### config.mk
export PLATFORM = sky130hd
export DESIGN_NAME = pc_gen_unit
export DESIGN_NICKNAME = d
export VERILOG_FILES = /design/src/rtl/pc_gen_unit.sv
export SDC_FILE = /design/constraint.sdc
export NUM_CORES = 1
export LEC_CHECK = 0
export ABC_AREA = 1
export BUFFER_PORTS_ARGS = -buffer_cell sky130_fd_sc_hd__buf_2
export CAP_MARGIN = 5
export CORE_MARGIN = 4
export CORE_UTILIZATION = 46
export DETAILED_ROUTE_END_ITERATION = 10
export GPL_ROUTABILITY_DRIVEN = 0
export GPL_TIMING_DRIVEN = 1
export PLACE_DENSITY = 0.76
export REMOVE_ABC_BUFFERS = 1
export SLEW_MARGIN = 10
export SYNTH_ARGS = -nofsm -noshare
export SYNTH_HDL_FRONTEND = slang
export SYNTH_SLANG_ARGS = --single-unit
### constraint.sdc
create_clock -name Clk_Core -period 4.3 [get_ports Clk_Core]
set_input_delay 0.86 -clock Clk_Core [delete_from_list [all_inputs] [get_ports Clk_Core]]
set_output_delay 0.86 -clock Clk_Core [all_outputs]
set_load 0.03 [all_outputs]
### src/rtl/pc_gen_unit.sv
// Fetch-stage program-counter generator.
// Handles prioritised redirects, fetch backpressure and a misaligned-target halt.
module pc_gen_unit #(
  parameter int                DWIDTH       = 32,
  parameter logic [DWIDTH-1:0] RESET_VECTOR = '0,
  parameter int                IALIGN       = 4
) (
  input  logic              Clk_Core,
  input  logic              Rst_Core_N,
  input  logic              Stall,
  input  logic              Flush,
  input  logic [DWIDTH-1:0] Flush_Target,
  input  logic              Trap,
  input  logic [DWIDTH-1:0] Trap_Vector,
  input  logic              Fetch_Ready,
  output logic              Fetch_Valid,
  output logic [DWIDTH-1:0] Program_Count,
  output logic [DWIDTH-1:0] Program_Count_Plus,
  output logic              Misaligned,
  output logic [DWIDTH-1:0] Misaligned_Addr
);

  localparam logic [1:0] S_BOOT = 2'd0;
  localparam logic [1:0] S_RUN  = 2'd1;
  localparam logic [1:0] S_HALT = 2'd2;

  localparam logic [DWIDTH-1:0] AMASK = DWIDTH'(IALIGN - 1);
  localparam logic [DWIDTH-1:0] INC   = DWIDTH'(IALIGN);

  logic [1:0]        state_q, state_d;
  logic [DWIDTH-1:0] pc_q, pc_d;
  logic              mis_q, mis_d;
  logic [DWIDTH-1:0] mis_addr_q, mis_addr_d;

  logic [DWIDTH-1:0] trap_pc;
  logic [DWIDTH-1:0] pc_plus;
  logic              tgt_bad;

  assign trap_pc = Trap_Vector & ~AMASK;
  assign pc_plus = pc_q + INC;
  assign tgt_bad = |(Flush_Target & AMASK);

  always_comb begin
    state_d    = state_q;
    pc_d       = pc_q;
    mis_d      = 1'b0;
    mis_addr_d = mis_addr_q;
    unique case (state_q)
      S_BOOT: state_d = S_RUN;
      S_RUN: begin
        if (Trap) begin
          pc_d = trap_pc;
        end else if (Flush && !tgt_bad) begin
          pc_d = Flush_Target;
        end else if (Flush) begin
          // PC is frozen; only a trap can leave HALT
          mis_d      = 1'b1;
          mis_addr_d = Flush_Target;
          state_d    = S_HALT;
        end else if (!Stall && Fetch_Ready) begin
          pc_d = pc_plus;
        end
      end
      S_HALT: begin
        if (Trap) begin
          pc_d    = trap_pc;
          state_d = S_RUN;
        end
      end
      default: state_d = S_BOOT;
    endcase
  end

  always_ff @(posedge Clk_Core or negedge Rst_Core_N) begin
    if (!Rst_Core_N) begin
      state_q    <= S_BOOT;
      pc_q       <= RESET_VECTOR;
      mis_q      <= 1'b0;
      mis_addr_q <= '0;
    end else begin
      state_q    <= state_d;
      pc_q       <= pc_d;
      mis_q      <= mis_d;
      mis_addr_q <= mis_addr_d;
    end
  end

  assign Fetch_Valid        = (state_q == S_RUN);
  assign Program_Count      = pc_q;
  assign Program_Count_Plus = pc_plus;
  assign Misaligned         = mis_q;
  assign Misaligned_Addr    = mis_addr_q;

endmodule

==> summary.md <==
| Metric | Value |
|---|---|
| Crit Reg-Reg Endpoint | Misaligned_Addr[14] |
| WS Path Type | reg -> out |
| Hold_sp | Misaligned_Addr[11] |
| CTS tree | done |
| CTS clock-pin slew for the worst setup and hold paths | ~80 ps |
| Leading cell type in the layout, fill and taps excluded | nand2_1 |
| Detail Placement HPWL | 9561 um |
| Cell Count, Final, Fillers Out | 871 |
| Post-synthesis sequential area ratio | 39.30% |
| RSZ-0062 raised after global routing | false |
| Synth top area share | 39.30% |
| Crit path cell chain | ha_1 -> nand2_2 -> nor2_4 -> nand3b_1 -> o21ai_0 -> nand2_1 -> buf_2 |
| Clock Sink Count | 67 |
| Initial core utilization | 47.99% |
| Die X | 104.3 um |
| Synth Area in Compound Gates | 15.92% |
| Inst Count DP | between 800 and 900 |
| Post-Synth XOR/XNOR Area | 1.437% |
| WL final | 13,050 um |
| Pre-antenna DRT Iters | 5 |
| Hold crit path type | reg -> reg |
| Place WS | 1304 ps |
| Fin. max-slew vios | 0 |
| Combinational power share | between 60% and 70% |
| Final ANT Viol Nets | 0 |
| WHS Path Cells | 2 |
| Final Cell Area | around 5300 um^2 |
| Leak | 2.999 nW |
| Worst setup SP type | flop |
| DR iter-0 viols | 253 |
| I/O Buffers | 165 |
| Fill cell count | just under 900 |
| Storage cell area | 1677 um^2 |
| CTS resizes | 0 |
| Clock share of power | 10.0% |
| Relative slew slack | 24.90% |
| Slowest stage cell on the critical path | dfrtp_1 |
| All-Layer GR Usage | 23.95% |
| Switching pwr | 2.823 mW |
| Initial antenna violation count | 0 |
| DR vias | 4,420 |
| Max_cap viols | 0 |
| Post-Syn Area per Cell | 7.064 um^2 |
| Worst Hold End | Misaligned_Addr[11] |
| Worst Path Buf+Inv | 1 |
| Fin crit share | 66.63% |
| Cts hold-fix bufs | 0 |
| Vias in the first global route | 4,334 |
| Die ar. | about 11,000 um^2 |
| Vias per Instance | 5.075 |
| Core region area | a little under 9000 um^2 |
| First-pass GRT wire length | 21,270 um |
| R2R setup slack | around 1600 ps |
| Clock Latency Late Sink | 350 ps |
| Final Hold Viols | 0 |
| Area leader, netlist | dfrtp_1 |
| Multi-input gate area | between 2000 and 2500 um^2 |
| Most frequent cells in the layout | nand2_1 (204), buf_2 (164), dfrtp_1 (67) |
| Synth area leaders | dfrtp_1 (39%), nand2_1 (18%), a21oi_1 (5.5%) |
| Final-report setup violation count | 0 |
| Status | completed |
| Synth cell types | 32 |
| Layout area overhead | 24.37% |
| Power Total | 4.904 mW |
| Worst Reg-to-Reg Cells | 8 |
| Synth Instances | 604 |
| Placed Area | around 5100 um^2 |
| N_diodes | 0 |
| Sequential share of power | about a quarter |
| I/O pins | between 150 and 200 |
| Setup bufs post-CTS | 0 |
| DRC Markers | 0 |
| Avg WL per Cell | 14.99 um |
| Setup ws final | between 1000 and 1500 ps |
| H-Tree Depth | 3 |
| #FFs+latches synth | 67 |
| Clock buffer count from CTS | 9 |
| Hold Slack | 474.9 ps |
| Largest family of logic cells by synthesized area | simple AND/OR/NAND/NOR gates |
| Mapped Area | 4267 um^2 |
| Pin count of the biggest net entering global routing | 68 |
| Rows | 34 |
| Delay-heaviest family, CP | simple AND/OR/NAND/NOR gates |
| Layout Skew | 10.11 ps |
| CTS Buffer Depth | 2 |
| Setup TNS Final | 0 ps |
| Peak supply drop | 0.4616 mV |
| Crit path required time | 3440 ps |
| GRT overflow | 0 |
| Critical Path AT | 2000 ps |
| Worst-Margin Slew | 1125 ps |
| Synth warnings | 0 |
| Chip height | 104.3 um |
| Largest fanout on the critical path | 4 |
| CTS root buf | clkbuf_8 |
| PwrDens | about 920 nW/um^2 |
| Max stage delay on crit path | 400 ps |
| Final Util | 59.68% |
| Int Power | 2.081 mW |
| Post-synthesis mux area share | 0% |
| Reg-to-reg critical path startpoint | state_q[1] |
| Tmin final | about 2900 ps |
| Max Clk Rate | 0.3491 GHz |
| Sw Share | 57.57% |
| Layout cells sized above 1 | 30.01% |
| Nets | 833 |
| CP Capture Type | primary output |
| Post-synthesis adder-cell area fraction | 1.466% |
| Simple-gate share of the synthesized area | 33.55% |
worst min-delay path, stage by stage, from the launching register on:
cell,delay (ps)
dfrtp_1,340
nand2_1,50
nand2_1,50
sequential cells by signal (all words and copies together), names as in the netlist:
name	flops
Program_Count	32
Misaligned	1
state_q	2
Misaligned_Addr	32
how the worst max path moves through the flow:
stage,depth (start not counted),slack (ps),endpoint,startpoint
after floorplan,8,1610,Program_Count[0],Flush_Target[0]
after global placement,6,1320,Misaligned_Addr[12],Trap
after detailed placement,6,1300,Misaligned_Addr[10],Trap
after CTS,7,1410,Program_Count_Plus[20],Program_Count[3]
after global routing,7,1240,Program_Count_Plus[20],Program_Count[3]
final,7,1440,Program_Count_Plus[20],Program_Count[3]
final cells by class:
type / count / area share [%]
Clock buffer: 10 / 2.594
Clock inverter: 6 / 0.7545
Inverter: 61 / 4.315
Multi-Input combinational cell: 451 / 42.16
Sequential cell: 67 / 31.60
Tap cell: 108 / 2.547
Timing Repair Buffer: 168 / 16.03
cells in the mapped netlist:
library cell and number:
nand2_1 204, dfrtp_1 67, nor2_1 59, inv_1 58, a21oi_1 47, o21ai_0 41, nand3_1 23, a21oi_2 12
clkbuf_1 12, o21bai_1 12, nand2_2 9, buf_2 5, ha_1 5, nand3_2 5, nor2_4 5, xnor2_1 5
nor2_2 4, a22oi_1 3, buf_1 3, buf_4 3, inv_2 3, nand3b_1 3, nor2_8 3, buf_6 2
nand2_4 2, nor3_1 2, xor2_1 2, a21boi_1 1, and2_1 1, nand2_8 1, o211ai_1 1, o22ai_1 1
logic make-up (layout without fill, tap and decap cells):
kind of cell / count (synthesis) / in the layout
XOR/XNOR: 7 / 7
flip-flops: 67 / 67
AND/OR/NAND/NOR: 321 / 321
buffers and inverters: 86 / 245
AO/OA/AOI/OAI: 118 / 118
adder cells (fa/ha/maj): 5 / 5
power by group through the flow:
stage          sequential [mW]  combinational, mW  clock (mW)
2_1_floorplan             1.80               1.67           0
3_5_place_dp              1.26               3.16           0
6_report                  1.25               3.16       0.491
3_3_place_gp              1.25               3.10           0
4_1_cts                   1.25               3.17       0.502
5_1_grt                   1.31               3.41       0.527
routing by layer:
metal	part of all wire (%)	track usage, %	vias to the layer above	wire length [um]
li1	-	-	2219	-
met1	44	30.94	2023	5702
met2	47	38.51	145	6125
met3	6.0	4.780	33	788
met4	3.3	11.21	0	437
met5	0	0	-	0
No activity file was read; power rests on OpenSTA's default activity.
